===== src/rtl/corescore_collector_uart.sv =====
// corescore_collector_uart: 8N1 UART receiver with a one-byte holding register.
// The line is synchronised, the start bit is validated at mid-bit, data bits are
// sampled every DIV cycles from that point, and the stop bit is checked before the
// byte is offered on a valid/ready interface. A frame that completes while the
// previous byte is still unconsumed is dropped and reported with o_overrun.
module corescore_collector_uart #(
    parameter int unsigned clk_freq_hz = 0,
    parameter int unsigned baud_rate   = 57600
) (
    input  logic       i_clk,
    input  logic       i_rst_n,
    input  logic       i_uart_rx,
    output logic [7:0] o_data,
    output logic       o_valid,
    input  logic       i_ready,
    output logic       o_frame_err,
    output logic       o_overrun
);

    localparam int unsigned DIV   = clk_freq_hz / baud_rate;
    localparam int unsigned HALF  = DIV / 2;
    localparam int unsigned CNT_W = $clog2(DIV) + 1;

    typedef enum logic [2:0] {
        StIdle,
        StStart,
        StData,
        StStop,
        StBreak
    } state_t;

    logic             sync1;
    logic             rx_s;
    state_t           state;
    logic [CNT_W-1:0] cnt;
    logic [7:0]       shreg;
    logic [2:0]       idx;
    logic             sample;

    // cnt is loaded with the distance to the next sample instant and counts down;
    // the sample happens in the cycle where it reaches one.
    assign sample = (cnt == CNT_W'(1));

    // Two-flop synchroniser; resets to the idle (high) line level.
    always_ff @(posedge i_clk or negedge i_rst_n) begin
        if (!i_rst_n) begin
            sync1 <= 1'b1;
            rx_s  <= 1'b1;
        end else begin
            sync1 <= i_uart_rx;
            rx_s  <= sync1;
        end
    end

    // Receive FSM with the holding register and registered event pulses.
    always_ff @(posedge i_clk or negedge i_rst_n) begin
        if (!i_rst_n) begin
            state       <= StIdle;
            cnt         <= '0;
            shreg       <= 8'h00;
            idx         <= 3'd0;
            o_data      <= 8'h00;
            o_valid     <= 1'b0;
            o_frame_err <= 1'b0;
            o_overrun   <= 1'b0;
        end else begin
            o_frame_err <= 1'b0;
            o_overrun   <= 1'b0;
            // A byte loaded in StStop below overrides this clear.
            if (o_valid && i_ready) begin
                o_valid <= 1'b0;
            end

            case (state)
                StIdle: begin
                    if (!rx_s) begin
                        cnt   <= CNT_W'(HALF);
                        state <= StStart;
                    end
                end

                StStart: begin
                    if (sample) begin
                        if (rx_s) begin
                            // Line went back high by mid-start: treat as a glitch.
                            state <= StIdle;
                        end else begin
                            cnt   <= CNT_W'(DIV);
                            idx   <= 3'd0;
                            state <= StData;
                        end
                    end else begin
                        cnt <= cnt - CNT_W'(1);
                    end
                end

                StData: begin
                    if (sample) begin
                        // LSB arrives first, so shift in from the top.
                        shreg <= {rx_s, shreg[7:1]};
                        cnt   <= CNT_W'(DIV);
                        if (idx == 3'd7) begin
                            state <= StStop;
                        end else begin
                            idx <= idx + 3'd1;
                        end
                    end else begin
                        cnt <= cnt - CNT_W'(1);
                    end
                end

                StStop: begin
                    if (sample) begin
                        if (rx_s) begin
                            state <= StIdle;
                            if (!o_valid || i_ready) begin
                                o_data  <= shreg;
                                o_valid <= 1'b1;
                            end else begin
                                o_overrun <= 1'b1;
                            end
                        end else begin
                            o_frame_err <= 1'b1;
                            state       <= StBreak;
                        end
                    end else begin
                        cnt <= cnt - CNT_W'(1);
                    end
                end

                StBreak: begin
                    // Hold off until the line returns high so a break cannot
                    // look like a stream of zero-filled frames.
                    if (rx_s) begin
                        state <= StIdle;
                    end
                end

                default: begin
                    state <= StIdle;
                end
            endcase
        end
    end

endmodule


===== config.mk =====
export PLATFORM = sky130hd
export DESIGN_NAME = corescore_collector_uart
export DESIGN_NICKNAME = d
export VERILOG_FILES = /design/src/rtl/corescore_collector_uart.sv
export SDC_FILE = /design/constraint.sdc
export NUM_CORES = 1
export LEC_CHECK = 0
export CORE_UTILIZATION = 47
export CTS_CLUSTER_DIAMETER = 30
export DETAILED_ROUTE_END_ITERATION = 16
export GPL_TIMING_DRIVEN = 0
export MAX_ROUTING_LAYER = met4
export PLACE_DENSITY = 0.81
export SETUP_SLACK_MARGIN = 0.2
export SYNTH_ARGS = -nofsm -noshare
export SYNTH_HDL_FRONTEND = slang
export SYNTH_SLANG_ARGS = --single-unit

===== constraint.sdc =====
create_clock -name i_clk -period 1.6 [get_ports i_clk]
set_input_delay 0.32 -clock i_clk [delete_from_list [all_inputs] [get_ports i_clk]]
set_output_delay 0.32 -clock i_clk [all_outputs]
set_load 0.02 [all_outputs]

==> results of run 1 <==
## per-stage QoR
step / power [mW] / instances / hold slack, ns / TNS, ns / util (%)
floorplan: 1.734 / 85 / 0.02441 / 0 / -
global placement: 2.010 / 127 / 0.3495 / -3.433 / 58.93
detailed placement: 2.054 / 127 / 0.3487 / -5.684 / 58.93
CTS: 2.717 / 141 / 0.3671 / 0 / 67.45
global route: 2.945 / 145 / 0.3154 / 0 / 69.60
finish: 2.793 / 145 / 0.2198 / 0 / 69.60
## cell usage in the layout (no fill, tap or decap), types with 2 or more instances in the layout
master / count
sky130_fd_sc_hd__inv_1: 4
sky130_fd_sc_hd__mux2i_1: 3
sky130_fd_sc_hd__nor2b_1: 2
sky130_fd_sc_hd__buf_6: 4
sky130_fd_sc_hd__nor3b_1: 2
sky130_fd_sc_hd__buf_4: 13
sky130_fd_sc_hd__dfrtp_1: 26
sky130_fd_sc_hd__dlygate4sd2_1: 2
sky130_fd_sc_hd__nand2_1: 5
sky130_fd_sc_hd__nor2_1: 5
sky130_fd_sc_hd__clkdlybuf4s15_1: 8
sky130_fd_sc_hd__clkbuf_4: 3
sky130_fd_sc_hd__mux2_4: 9
sky130_fd_sc_hd__mux2_2: 8
sky130_fd_sc_hd__dfstp_2: 2
sky130_fd_sc_hd__clkdlybuf4s50_1: 2
## layout make-up
type	instances	share of cell area (%)
Sequential cell	28	44.39
Multi-Input combinational cell	48	30.49
Timing Repair Buffer	28	15.40
Buffer	4	3.002
Tap cell	28	2.212
Clock inverter	1	1.896
Clock buffer	3	1.422
Inverter	5	1.185
## cell families (layout without fill, tap and decap cells)
family          Yosys count  after routing  share of synthesized area, %
compound gates            6              6                         3.759
flops                    28             28                         60.36
simple gates             20             20                         10.96
mux                      20             20                         19.01
fa+ha+maj                 2              2                         2.148
buf+inv                   9             41                         3.758
## final timing paths
check                           end      from  slack [ns]  depth (start not counted)
setup / recovery           shreg[1]  state[0]        0.16                          4
hold / removal             shreg[7]   i_rst_n        0.22                          1
setup reg to reg           shreg[1]  state[0]        0.16                          4
hold reg to reg                rx_s     sync1        0.37                          0
max in group asynchronous  shreg[3]   i_rst_n        0.68                          1
min in group i_clk             rx_s     sync1        0.37                          0
## where the power goes
part,switching [mW],total (mW),internal [mW]
registers,0.144,1.09,0.942
logic,0.546,1.25,0.706
clock network,0.201,0.454,0.253
total,0.892,2.79,1.90
## repair_timing
action	in CTS	in global routing
pin swaps	4	3
resized for setup	32	12
endpoints found under the setup margin	30	52
setup buffers	10	4
hold buffers	0	0
## state kept, by name, indices dropped and copies added (netlist names)
name / cells
cnt: 1
idx: 3
o_data: 8
o_frame_err: 1
o_overrun: 1
o_valid: 1
rx_s: 1
shreg: 8
state: 3
sync1: 1
## layer usage
layer  wire [um]  vias up  part of all wire, %  GRT usage (%)
met1         961      389                   45          21.65
met3          55        4                  2.6          3.801
met5           0        -                    0              -
li1            -      358                    -              -
met4          36        0                  1.7          10.81
met2        1068       13                   50          31.60
==> run summary, run 1 <==
SYNTH
---------------------------------------------------------------------------------
Commonest cells post-synth                                           26 x sky130_fd_sc_hd__dfrtp_1, 17 x sky130_fd_sc_hd__mux2_2, 5 x sky130_fd_sc_hd__nand2_1, 5 x sky130_fd_sc_hd__nor2_1, 4 x sky130_fd_sc_hd__inv_1
Syn_area_per_cell                                                      13.70 um^2
Largest area contributor in the synthesized netlist                  sky130_fd_sc_hd__dfrtp_1
Sequential element share of the synthesized area                           60.37%
Gate count after technology mapping                                            85
YS warnings                                                                     0
Synth unique cells                                                             25
Number of storage elements in the synthesis netlist                            28
Net Count, Synth                                                               91
Fraction of registers with async set/reset                                 100.0%
Largest cells by area after synthesis                                sky130_fd_sc_hd__dfrtp_1 56%, sky130_fd_sc_hd__mux2_2 16%, sky130_fd_sc_hd__dfstp_2 4.5%
Count of flip-flops with a built-in enable after synthesis                      0
Most common cell in the netlist                                      sky130_fd_sc_hd__dfrtp_1
Area share of the largest cell type after synthesis                        55.85%
Post-synthesis instance area                                            1165 um^2
Ys flop type                                                         sky130_fd_sc_hd__dfrtp_1

FLOORPLANNING
---------------------------------------------------------------------------------
Width of the die                                                         51.79 um
Core Box Area                                                           2276 um^2
# rows                                                                         17
Height of the die                                                        51.79 um
Effective utilization at floorplan                                         51.18%
Total Die Area                                                          2682 um^2
# IOs                                                                          15

TIMING
---------------------------------------------------------------------------------
Worst clock skew on the final layout                                  0.003832 ns
Setup slack after layout                                                0.1554 ns
Final count of hold timing violations                                           0
Max-slew violation count                                                        0
Highest achievable clock rate                                           692.2 MHz
Final period util                                                          90.29%
Final critical-path required period                                      1.445 ns
Total setup violations reported at the end of the flow                          0
Remaining max-slew budget at the tightest pin                              20.48%
Setup repair after global routing missed its margin                           yes
Transition at the pin with the smallest max-transition slack             1.191 ns

CLOCK TREE
---------------------------------------------------------------------------------
TritonCTS clock tree                                                         done
Max clock buf depth                                                             2
Count of H-tree levels built during CTS                                         1
Clk Latency, worst-skew pair                                              0.32 ns
Library cell used as clock root buffer                               sky130_fd_sc_hd__clkbuf_4
Number of sinks driven by the clock tree                                       28
CTS Buf Count                                                                   3
Clock slew seen by the registers of the worst setup and hold paths        0.15 ns

POWER AND IR DROP
---------------------------------------------------------------------------------
VDD IR-drop max                                                        0.001002 V
Leakage power                                                           0.7832 nW
Power density over cell area                                         1763 nW/um^2

SETUP PATH
---------------------------------------------------------------------------------
Number of buffers and inverters on the critical path                            2
Cell family with the largest share of critical-path delay              flip-flops
Worst Setup End Kind                                                         flop
Endpoint required time on the critical path                               1.83 ns
Signal arrival time at the worst endpoint                                 1.67 ns
Crit Path Class                                                      flop to flop
Kind of start point of the critical path                                     flop
Longest individual stage delay on the worst path                          0.40 ns
Critical Path Slowest Stage Cell                                     sky130_fd_sc_hd__dfrtp_1
Crit Path Max Fanout                                                            6
Cell chain of the critical path                                      buf_6, nor4_4, buf_4, mux2_4

FINAL LAYOUT
---------------------------------------------------------------------------------
Net total in the final layout                                                 124
Area growth from synthesis to layout                                       35.98%
Final Instance Area                                                     1584 um^2
Multi-input gate area                                                  483.0 um^2
Sequential cell area                                                   703.2 um^2
Antenna Diode Count                                                             0
Ratio of cells with drive above 1 in the final layout                      42.74%
Filler Cells Inserted                                                         158

PLACED DESIGN
---------------------------------------------------------------------------------
Half-perimeter wire length of the detailed placement result              1.225 mm
Quantity of I/O buffers inserted on ports                                      14
Place WS                                                               -0.2000 ns
GPL Wtd Cong                                                               0.7804
Placement Cell Area                                                     1341 um^2

DETAILED ROUTING
---------------------------------------------------------------------------------
Mean routed wirelength per cell                                          14.63 um
Total number of vias                                                          764
Antenna violation net count after detailed routing                              0
Drt first pass iters                                                            3
Drt drc                                                                         0
Drt total wl                                                             2.122 mm
Avg Vias per Cell                                                           5.269
Starting DRT DRC Count                                                          7

GLOBAL ROUTE
---------------------------------------------------------------------------------
Overall overflow remaining after global route                                   0
Global-route wire length before repair                                   3.553 mm
Global routing usage summed across all routing layers                      19.12%
Initial antenna violation count                                                 0
Largest net degree at the start of global routing                              29
Vias in the first global route                                                809

MIN PATH
---------------------------------------------------------------------------------
Hold/Removal Path Class                                              input pin to async pin

RUN
---------------------------------------------------------------------------------
Count of max-cap constraint violations                                          0

OUTCOME
---------------------------------------------------------------------------------
Run status                                                           complete, no violations

No activity file was read; power rests on OpenSTA's default activity.
==> inputs of run 2 (changes only) <==
Settings changed: ABC_AREA set to 1, CAP_MARGIN set to 10, CORE_UTILIZATION 47 to 48, HOLD_SLACK_MARGIN set to 0.1, PLACE_DENSITY 0.81 to 0.82.
==> run summary, run 2 <==
OUTCOME
---------------------------------------------------------------------------------
Run status                                                           complete, no violations   unchanged

DETAILED ROUTING
---------------------------------------------------------------------------------
Drt total wl                                                             2.310 mm   was 2.122 mm
Drt drc                                                                         0   unchanged
Drt first pass iters                                                            4   was 3
Total number of vias                                                          954   was 764
Antenna violation net count after detailed routing                              0   unchanged
Mean routed wirelength per cell                                          12.42 um   was 14.63 um
Starting DRT DRC Count                                                         12   was 7
Avg Vias per Cell                                                           5.129   was 5.269

SYNTH
---------------------------------------------------------------------------------
Commonest cells post-synth                                           36 x sky130_fd_sc_hd__nand2_1, 26 x sky130_fd_sc_hd__dfrtp_1, 16 x sky130_fd_sc_hd__inv_1   was 26 x sky130_fd_sc_hd__dfrtp_1, 17 x sky130_fd_sc_hd__mux2_2, 5 x sky130_fd_sc_hd__nand2_1, 5 x sky130_fd_sc_hd__nor2_1, 4 x sky130_fd_sc_hd__inv_1
Largest area contributor in the synthesized netlist                  sky130_fd_sc_hd__dfrtp_1   unchanged
Gate count after technology mapping                                           134   was 85
Sequential element share of the synthesized area                           55.37%   was 60.37%
Ys flop type                                                         sky130_fd_sc_hd__dfrtp_1   unchanged
Area share of the largest cell type after synthesis                        51.23%   was 55.85%
Synth unique cells                                                             20   was 25
Most common cell in the netlist                                      sky130_fd_sc_hd__nand2_1   was sky130_fd_sc_hd__dfrtp_1
Count of flip-flops with a built-in enable after synthesis                      0   unchanged
Syn_area_per_cell                                                      9.477 um^2   was 13.70 um^2
Fraction of registers with async set/reset                                 100.0%   unchanged
Net Count, Synth                                                              140   was 91
YS warnings                                                                     0   unchanged
Largest cells by area after synthesis                                sky130_fd_sc_hd__dfrtp_1 51%, sky130_fd_sc_hd__nand2_1 11%, sky130_fd_sc_hd__o21ai_2 4.8%   was sky130_fd_sc_hd__dfrtp_1 56%, sky130_fd_sc_hd__mux2_2 16%, sky130_fd_sc_hd__dfstp_2 4.5%
Number of storage elements in the synthesis netlist                            28   unchanged
Post-synthesis instance area                                            1270 um^2   was 1165 um^2

GLOBAL ROUTE
---------------------------------------------------------------------------------
Overall overflow remaining after global route                                   0   unchanged
Vias in the first global route                                                923   was 809
Global-route wire length before repair                                   3.898 mm   was 3.553 mm
Initial antenna violation count                                                 0   unchanged
Global routing usage summed across all routing layers                      19.33%   was 19.12%
Largest net degree at the start of global routing                              29   unchanged

POWER AND IR DROP
---------------------------------------------------------------------------------
Power density over cell area                                         1466 nW/um^2   was 1763 nW/um^2
Total power of the final layout                                          2.256 mW   was 2.793 mW
Leakage power                                                           0.7455 nW   was 0.7832 nW
VDD IR-drop max                                                       0.0008493 V   was 0.001002 V

TIMING
---------------------------------------------------------------------------------
Remaining max-slew budget at the tightest pin                              68.29%   was 20.48%
Final period util                                                          85.52%   was 90.29%
Final critical-path required period                                      1.368 ns   was 1.445 ns
Final count of hold timing violations                                           0   unchanged
Hold slack final                                                        0.3696 ns   was 0.2198 ns
Max-slew violation count                                                        0   unchanged
Worst clock skew on the final layout                                  0.004834 ns   was 0.003832 ns
Setup repair after global routing missed its margin                           yes   unchanged
Setup slack after layout                                                0.2317 ns   was 0.1554 ns
Transition at the pin with the smallest max-transition slack            0.4756 ns   was 1.191 ns
Total setup violations reported at the end of the flow                          0   unchanged
Highest achievable clock rate                                           730.8 MHz   was 692.2 MHz

FINAL LAYOUT
---------------------------------------------------------------------------------
Biggest regs                                                         o_data x8, shreg x8   unchanged
Net total in the final layout                                                 163   was 124
Leading cell type in the layout, fill and taps excluded              sky130_fd_sc_hd__nand2_1   was sky130_fd_sc_hd__dfrtp_1
Area growth from synthesis to layout                                       21.18%   was 35.98%
Antenna Diode Count                                                             0   unchanged
Final Instance Area                                                     1539 um^2   was 1584 um^2
Top library cells by usage in the layout, fill and taps aside        36 x sky130_fd_sc_hd__nand2_1, 25 x sky130_fd_sc_hd__dfrtp_1, 15 x sky130_fd_sc_hd__inv_1, 11 x sky130_fd_sc_hd__o21ai_0   was 26 x sky130_fd_sc_hd__dfrtp_1, 13 x sky130_fd_sc_hd__buf_4, 9 x sky130_fd_sc_hd__mux2_4, 8 x sky130_fd_sc_hd__mux2_2, 8 x sky130_fd_sc_hd__clkdlybuf4s15_1
Core utilization of the finished layout                                    62.12%   was 69.60%
Filler Cells Inserted                                                         210   was 158
Ratio of cells with drive above 1 in the final layout                      24.36%   was 42.74%

CLOCK TREE
---------------------------------------------------------------------------------
Clock slew seen by the registers of the worst setup and hold paths        0.15 ns   about the same
Number of sinks driven by the clock tree                                       28   unchanged
Max clock buf depth                                                             2   unchanged
Library cell used as clock root buffer                               sky130_fd_sc_hd__clkbuf_4   unchanged
Clk Latency, worst-skew pair                                              0.33 ns   was 0.32 ns
TritonCTS clock tree                                                         done   unchanged
CTS Buf Count                                                                   3   unchanged
Count of H-tree levels built during CTS                                         1   unchanged

PLACED DESIGN
---------------------------------------------------------------------------------
Quantity of I/O buffers inserted on ports                                      14   unchanged
Place WS                                                               -0.1888 ns   was -0.2000 ns
Placement Cell Area                                                     1448 um^2   was 1341 um^2
Half-perimeter wire length of the detailed placement result              1.693 mm   was 1.225 mm
GPL Wtd Cong                                                               0.8979   was 0.7804

SETUP PATH
---------------------------------------------------------------------------------
Worst Setup End Kind                                                 primary output   was flop
Crit Path Max Fanout                                                            2   was 6
Crit Path Class                                                      flop to primary output   was flop to flop
Kind of start point of the critical path                                     flop   unchanged
Critical Path Slowest Stage Cell                                     sky130_fd_sc_hd__dfrtp_1   unchanged
Signal arrival time at the worst endpoint                                 1.05 ns   was 1.67 ns
Cell chain of the critical path                                      dlygate4sd2_1   was buf_6, nor4_4, buf_4, mux2_4
Longest individual stage delay on the worst path                          0.40 ns   about the same
Cell family with the largest share of critical-path delay              flip-flops   unchanged
Number of buffers and inverters on the critical path                            1   was 2
Endpoint required time on the critical path                               1.28 ns   was 1.83 ns

FLOORPLANNING
---------------------------------------------------------------------------------
# IOs                                                                          15   unchanged
Width of the die                                                         53.44 um   was 51.79 um
Height of the die                                                        53.44 um   was 51.79 um
Core Box Area                                                           2477 um^2   was 2276 um^2
# rows                                                                         18   was 17
Effective utilization at floorplan                                         51.26%   was 51.18%
Total Die Area                                                          2855 um^2   was 2682 um^2

RUN
---------------------------------------------------------------------------------
Count of max-cap constraint violations                                          0   unchanged

MIN PATH
---------------------------------------------------------------------------------
Hold/Removal Path Class                                              flop to flop   was input pin to async pin

## run 2: cell types whose count changed in the layout (fill, tap and decap cells not counted), sizes merged, moves of 2 or more
| cell | change |
|---|---|
| nor2 | +6 |
| nand4 | +4 |
| nor3b | -3 |
| nand2 | +36 |
| mux2 | -17 |
| nor2b | -2 |
| buf | -11 |
| o21ai | +18 |
| nand3 | +8 |
| inv | +12 |
| mux2i | -3 |
## run 2: logic make-up after synthesis
| logic type | after synthesis | synth area share, % |
|---|---|---|
| adders and majority gates | 2 | 1.970 |
| buffers and inverters | 20 | 6.699 |
| AOI/OAI and AO/OA | 19 | 9.556 |
| and+or+nand+nor | 65 | 26.40 |
| DFF | 28 | 55.37 |
## run 2: final timing paths
check	slack (ns)	from	endpoint	cells past startpoint
min reg2reg	0.37	sync1	rx_s	0
min	0.37	sync1	rx_s	0
max in group asynchronous	0.50	i_rst_n	sync1	3
max reg2reg	0.27	idx[1]	idx[1]	8
max	0.23	o_data[3]	o_data[3]	1
min in group asynchronous	0.56	i_rst_n	o_data[0]	2
## run 2: cell type report
| type | count | area [um^2] | area share (%) |
|---|---|---|---|
| Sequential cell | 28 | 704.4 | 45.77 |
| Timing Repair Buffer | 18 | 183.9 | 11.95 |
| Multi-Input combinational cell | 86 | 491.7 | 31.95 |
| Buffer | 3 | 21.27 | 1.382 |
| Clock buffer | 4 | 36.28 | 2.358 |
| Tap cell | 30 | 37.54 | 2.439 |
| Inverter | 17 | 63.81 | 4.146 |
## run 2: report_power, final
group,internal (mW),switching [mW],leakage [nW],total [mW]
Clock,0.139,0.203,0.0210,0.343
Combinational,0.328,0.575,0.352,0.902
Sequential,0.876,0.135,0.373,1.01
## run 2: layer usage
layer	global-route usage, %	wire [um]	vias up
met5	-	0	-
met4	7.456	21	0
met3	2.011	64	2
met2	33.33	1247	19
met1	22.99	976	465
li1	-	-	468
## run 2: worst register-to-register path: cells and delay by family, from the launching register on
family	cells	cell delay, ns
flops	1	0.42
fa+ha+maj	2	0.35
buf+inv	1	0.05
simple gates	5	0.42
## run 2: metrics by stage
step | TNS (ns) | instances
final | 0 | 186
after global routing | 0 | 186
after CTS | 0 | 182
after detailed placement | -4.875 | 178
after global placement | -3.793 | 178
after floorplan | 0 | 134
## run 2: timing repair
action | CTS | global route
hold endpoints to repair | 0 | 8
pin swaps | 0 | 5
gates resized for setup | 12 | 15
setup buffers | 0 | 2
setup endpoints to repair | 37 | 18
hold buffers | 0 | 1
==> inputs of run 3 (changes only) <==
Settings changed: CORE_MARGIN set to 8.
==> run summary, run 3 (same netlist as run 2, synthesis figures left out) <==
TIMING
---------------------------------------------------------------------------------
Final critical-path required period                                      1.360 ns   was 1.368 ns
Remaining max-slew budget at the tightest pin                              60.62%   was 68.29%
Setup repair after global routing missed its margin                           yes   unchanged
Max-slew violation count                                                        0   unchanged
Final period util                                                          84.98%   was 85.52%
Total setup violations reported at the end of the flow                          0   unchanged
Worst clock skew on the final layout                                  0.002271 ns   was 0.004834 ns
Setup slack after layout                                                0.2404 ns   was 0.2317 ns
Highest achievable clock rate                                           735.5 MHz   was 730.8 MHz
Transition at the pin with the smallest max-transition slack            0.5907 ns   was 0.4756 ns
Final count of hold timing violations                                           0   unchanged

SETUP PATH
---------------------------------------------------------------------------------
Kind of start point of the critical path                                     flop   unchanged
Signal arrival time at the worst endpoint                                 1.59 ns   was 1.05 ns
Crit Path Max Fanout                                                            4   was 2
Worst Setup End Kind                                                         flop   was primary output
Cell chain of the critical path                                      ha_2, ha_2, inv_2, nand3_2, nand2_4, nand3_4, nand2_2, nand2_1   was dlygate4sd2_1
Critical Path Slowest Stage Cell                                     sky130_fd_sc_hd__dfrtp_1   unchanged
Endpoint required time on the critical path                               1.83 ns   was 1.28 ns
Origin of the critical flop-to-flop path                                   idx[0]   was idx[1]
Number of buffers and inverters on the critical path                            1   unchanged
Longest individual stage delay on the worst path                          0.44 ns   was 0.40 ns
Crit Path Class                                                      flop to flop   was flop to primary output
Crit Reg-Reg Endpoint                                                      idx[0]   was idx[1]
FF-to-FF setup slack                                                      0.24 ns   was 0.27 ns
Critical Path Most Common Cell                                       sky130_fd_sc_hd__ha_2
Cell family with the largest share of critical-path delay              flip-flops   unchanged
Cells on worst reg2reg path                                                     8   unchanged

POWER AND IR DROP
---------------------------------------------------------------------------------
Reg power frac                                                              41.5%   was 44.8%
Internal cell power                                                      1.481 mW   was 1.344 mW
Clock network fraction of design power                                      18.9%   was 15.2%
Power density over cell area                                         1576 nW/um^2   was 1466 nW/um^2
Leakage power                                                           0.7429 nW   was 0.7455 nW
VDD IR-drop max                                                       0.0008138 V   was 0.0008493 V
NetSw                                                                   0.9400 mW   was 0.9123 mW
Sw Share                                                                   38.82%   was 40.44%
Logic gate share of total power                                             39.7%   was 40.0%

GLOBAL ROUTE
---------------------------------------------------------------------------------
Global-route wire length before repair                                   3.774 mm   was 3.898 mm
Vias in the first global route                                                854   was 923
Initial antenna violation count                                                 0   unchanged
Largest net degree at the start of global routing                              29   unchanged
Global routing usage summed across all routing layers                      10.72%   was 19.33%
Overall overflow remaining after global route                                   0   unchanged

MIN PATH
---------------------------------------------------------------------------------
Endpoint, Worst Hold                                                         rx_s   unchanged
Worst min-delay path startpoint                                             sync1   unchanged
Hold/Removal Path Class                                              flop to flop   unchanged
Min-Delay Path Depth                                                            0   unchanged

FLOORPLANNING
---------------------------------------------------------------------------------
# rows                                                                         18   unchanged
Core Box Area                                                           2500 um^2   was 2477 um^2
Total Die Area                                                          4547 um^2   was 2855 um^2
# IOs                                                                          15   unchanged
Width of the die                                                         67.44 um   was 53.44 um
Height of the die                                                        67.44 um   was 53.44 um
Effective utilization at floorplan                                         50.80%   was 51.26%

DETAILED ROUTING
---------------------------------------------------------------------------------
Starting DRT DRC Count                                                         22   was 12
Met3 Wirelength                                                             92 um   was 64 um
Mean routed wirelength per cell                                          12.03 um   was 12.42 um
Drt drc                                                                         0   unchanged
Top layer used by detailed routing                                           met4   unchanged
Antenna violation net count after detailed routing                              0   unchanged
Drt total wl                                                             2.238 mm   was 2.310 mm
Avg Vias per Cell                                                           5.022   was 5.129
Drt first pass iters                                                            4   unchanged
Routed length on met2                                                    1.040 mm   was 1.247 mm
Wire length on met1                                                      1.071 mm   was 976 um
Total number of vias                                                          934   was 954

PLACED DESIGN
---------------------------------------------------------------------------------
Place WS                                                               -0.1953 ns   was -0.1888 ns
Quantity of I/O buffers inserted on ports                                      14   unchanged
GPL Wtd Cong                                                               0.9319   was 0.8979
DP Cell Count                                                                 178   unchanged
Half-perimeter wire length of the detailed placement result              1.589 mm   was 1.693 mm
Placement Cell Area                                                     1448 um^2   unchanged

FINAL LAYOUT
---------------------------------------------------------------------------------
Antenna Diode Count                                                             0   unchanged
Non-filler instance count after layout                                        186   unchanged
Area growth from synthesis to layout                                       20.98%   was 21.18%
Ratio of cells with drive above 1 in the final layout                      26.28%   was 24.36%
Top library cells by usage in the layout, fill and taps aside        35 x sky130_fd_sc_hd__nand2_1, 26 x sky130_fd_sc_hd__dfrtp_1, 15 x sky130_fd_sc_hd__inv_1, 11 x sky130_fd_sc_hd__o21ai_0, 8 x sky130_fd_sc_hd__nor2_1   was 36 x sky130_fd_sc_hd__nand2_1, 25 x sky130_fd_sc_hd__dfrtp_1, 15 x sky130_fd_sc_hd__inv_1, 11 x sky130_fd_sc_hd__o21ai_0
Leading cell type in the layout, fill and taps excluded              sky130_fd_sc_hd__nand2_1   unchanged
Net total in the final layout                                                 163   unchanged
Final Instance Area                                                     1536 um^2   was 1539 um^2
Biggest regs                                                         o_data x8, shreg x8   unchanged

CLOCK TREE
---------------------------------------------------------------------------------
Library cell used as clock root buffer                               sky130_fd_sc_hd__clkbuf_4   unchanged
Clock slew seen by the registers of the worst setup and hold paths        0.15 ns   about the same
TritonCTS clock tree                                                         done   unchanged
CTS Buf Count                                                                   3   unchanged
Max clock buf depth                                                             2   unchanged
Count of H-tree levels built during CTS                                         1   unchanged
Number of sinks driven by the clock tree                                       28   unchanged
Clk Latency, worst-skew pair                                              0.32 ns   was 0.33 ns

OUTCOME
---------------------------------------------------------------------------------
Run status                                                           complete, no violations   unchanged

RUN
---------------------------------------------------------------------------------
Count of max-cap constraint violations                                          0   unchanged

==> run 3: worst register-to-register path: stages (launching register included) <==
cell                      delay (ns)
sky130_fd_sc_hd__dfrtp_1        0.44
sky130_fd_sc_hd__ha_2           0.18
sky130_fd_sc_hd__ha_2           0.16
sky130_fd_sc_hd__inv_2          0.05
sky130_fd_sc_hd__nand3_2        0.10
sky130_fd_sc_hd__nand2_4        0.12
sky130_fd_sc_hd__nand3_4        0.08
sky130_fd_sc_hd__nand2_2        0.08
sky130_fd_sc_hd__nand2_1        0.05
==> run 3: how the worst max path moves through the flow <==
| stage | startpoint | to | slack [ns] | depth (start not counted) |
|---|---|---|---|---|
| 2_1_floorplan | idx[0] | idx[0] | 0.34 | 8 |
| 3_3_place_gp | i_rst_n | o_data[3] | -0.18 | 1 |
| 3_5_place_dp | i_rst_n | o_data[3] | -0.20 | 1 |
| 5_1_grt | idx[0] | idx[0] | 0.18 | 8 |
| 6_report | idx[0] | idx[0] | 0.24 | 8 |
| 4_1_cts | o_data[7] | o_data[7] | 0.20 | 1 |
==> run 3: routing by layer <==
layer / up-vias / global-route usage, %
met4: 0 / 4.178
met5: - / -
met2: 15 / 16.13
li1: 470 / -
met1: 445 / 13.86
met3: 4 / 2.152
==> run 3: power by group through the flow <==
stage | registers [mW] | logic (mW) | clock network, mW
floorplan | 1.06 | 0.577 | 0
detailed placement | 1.02 | 0.873 | 0
global route | 1.03 | 1.07 | 0.497
global placement | 1.01 | 0.841 | 0
CTS | 1.00 | 0.842 | 0.474
finish | 1.00 | 0.961 | 0.457
==> run 3: cell type report <==
cell class                      instances  area (um^2)
Multi-Input combinational cell         86        506.7
Sequential cell                        28        703.2
Timing Repair Buffer                   18        151.4
Clock inverter                          1        30.03
Fill cell                             212        963.4
Buffer                                  3        21.27
Tap cell                               30        37.54
Clock buffer                            3        22.52
Inverter                               17        63.81
==> run 3: timing repair <==
item,4_1_cts,5_1_grt
hold buffers,0,1
endpoints found under the setup margin,37,15
gates resized for setup,13,19
endpoints found under the hold margin,0,26
buffers inserted,0,3
pin swaps,0,4
==> run 3: metrics by stage <==
| stage | utilization, % | hold WS, ns | total power [mW] | TNS, ns |
|---|---|---|---|---|
| after floorplan | - | 0.02441 | 1.636 | 0 |
| after global placement | 57.91 | 0.3462 | 1.848 | -4.626 |
| after detailed placement | 57.91 | 0.3497 | 1.891 | -5.058 |
| after CTS | 59.46 | 0.3702 | 2.318 | 0 |
| after global routing | 61.46 | 0.3708 | 2.596 | 0 |
| final | 61.46 | 0.3694 | 2.421 | 0 |
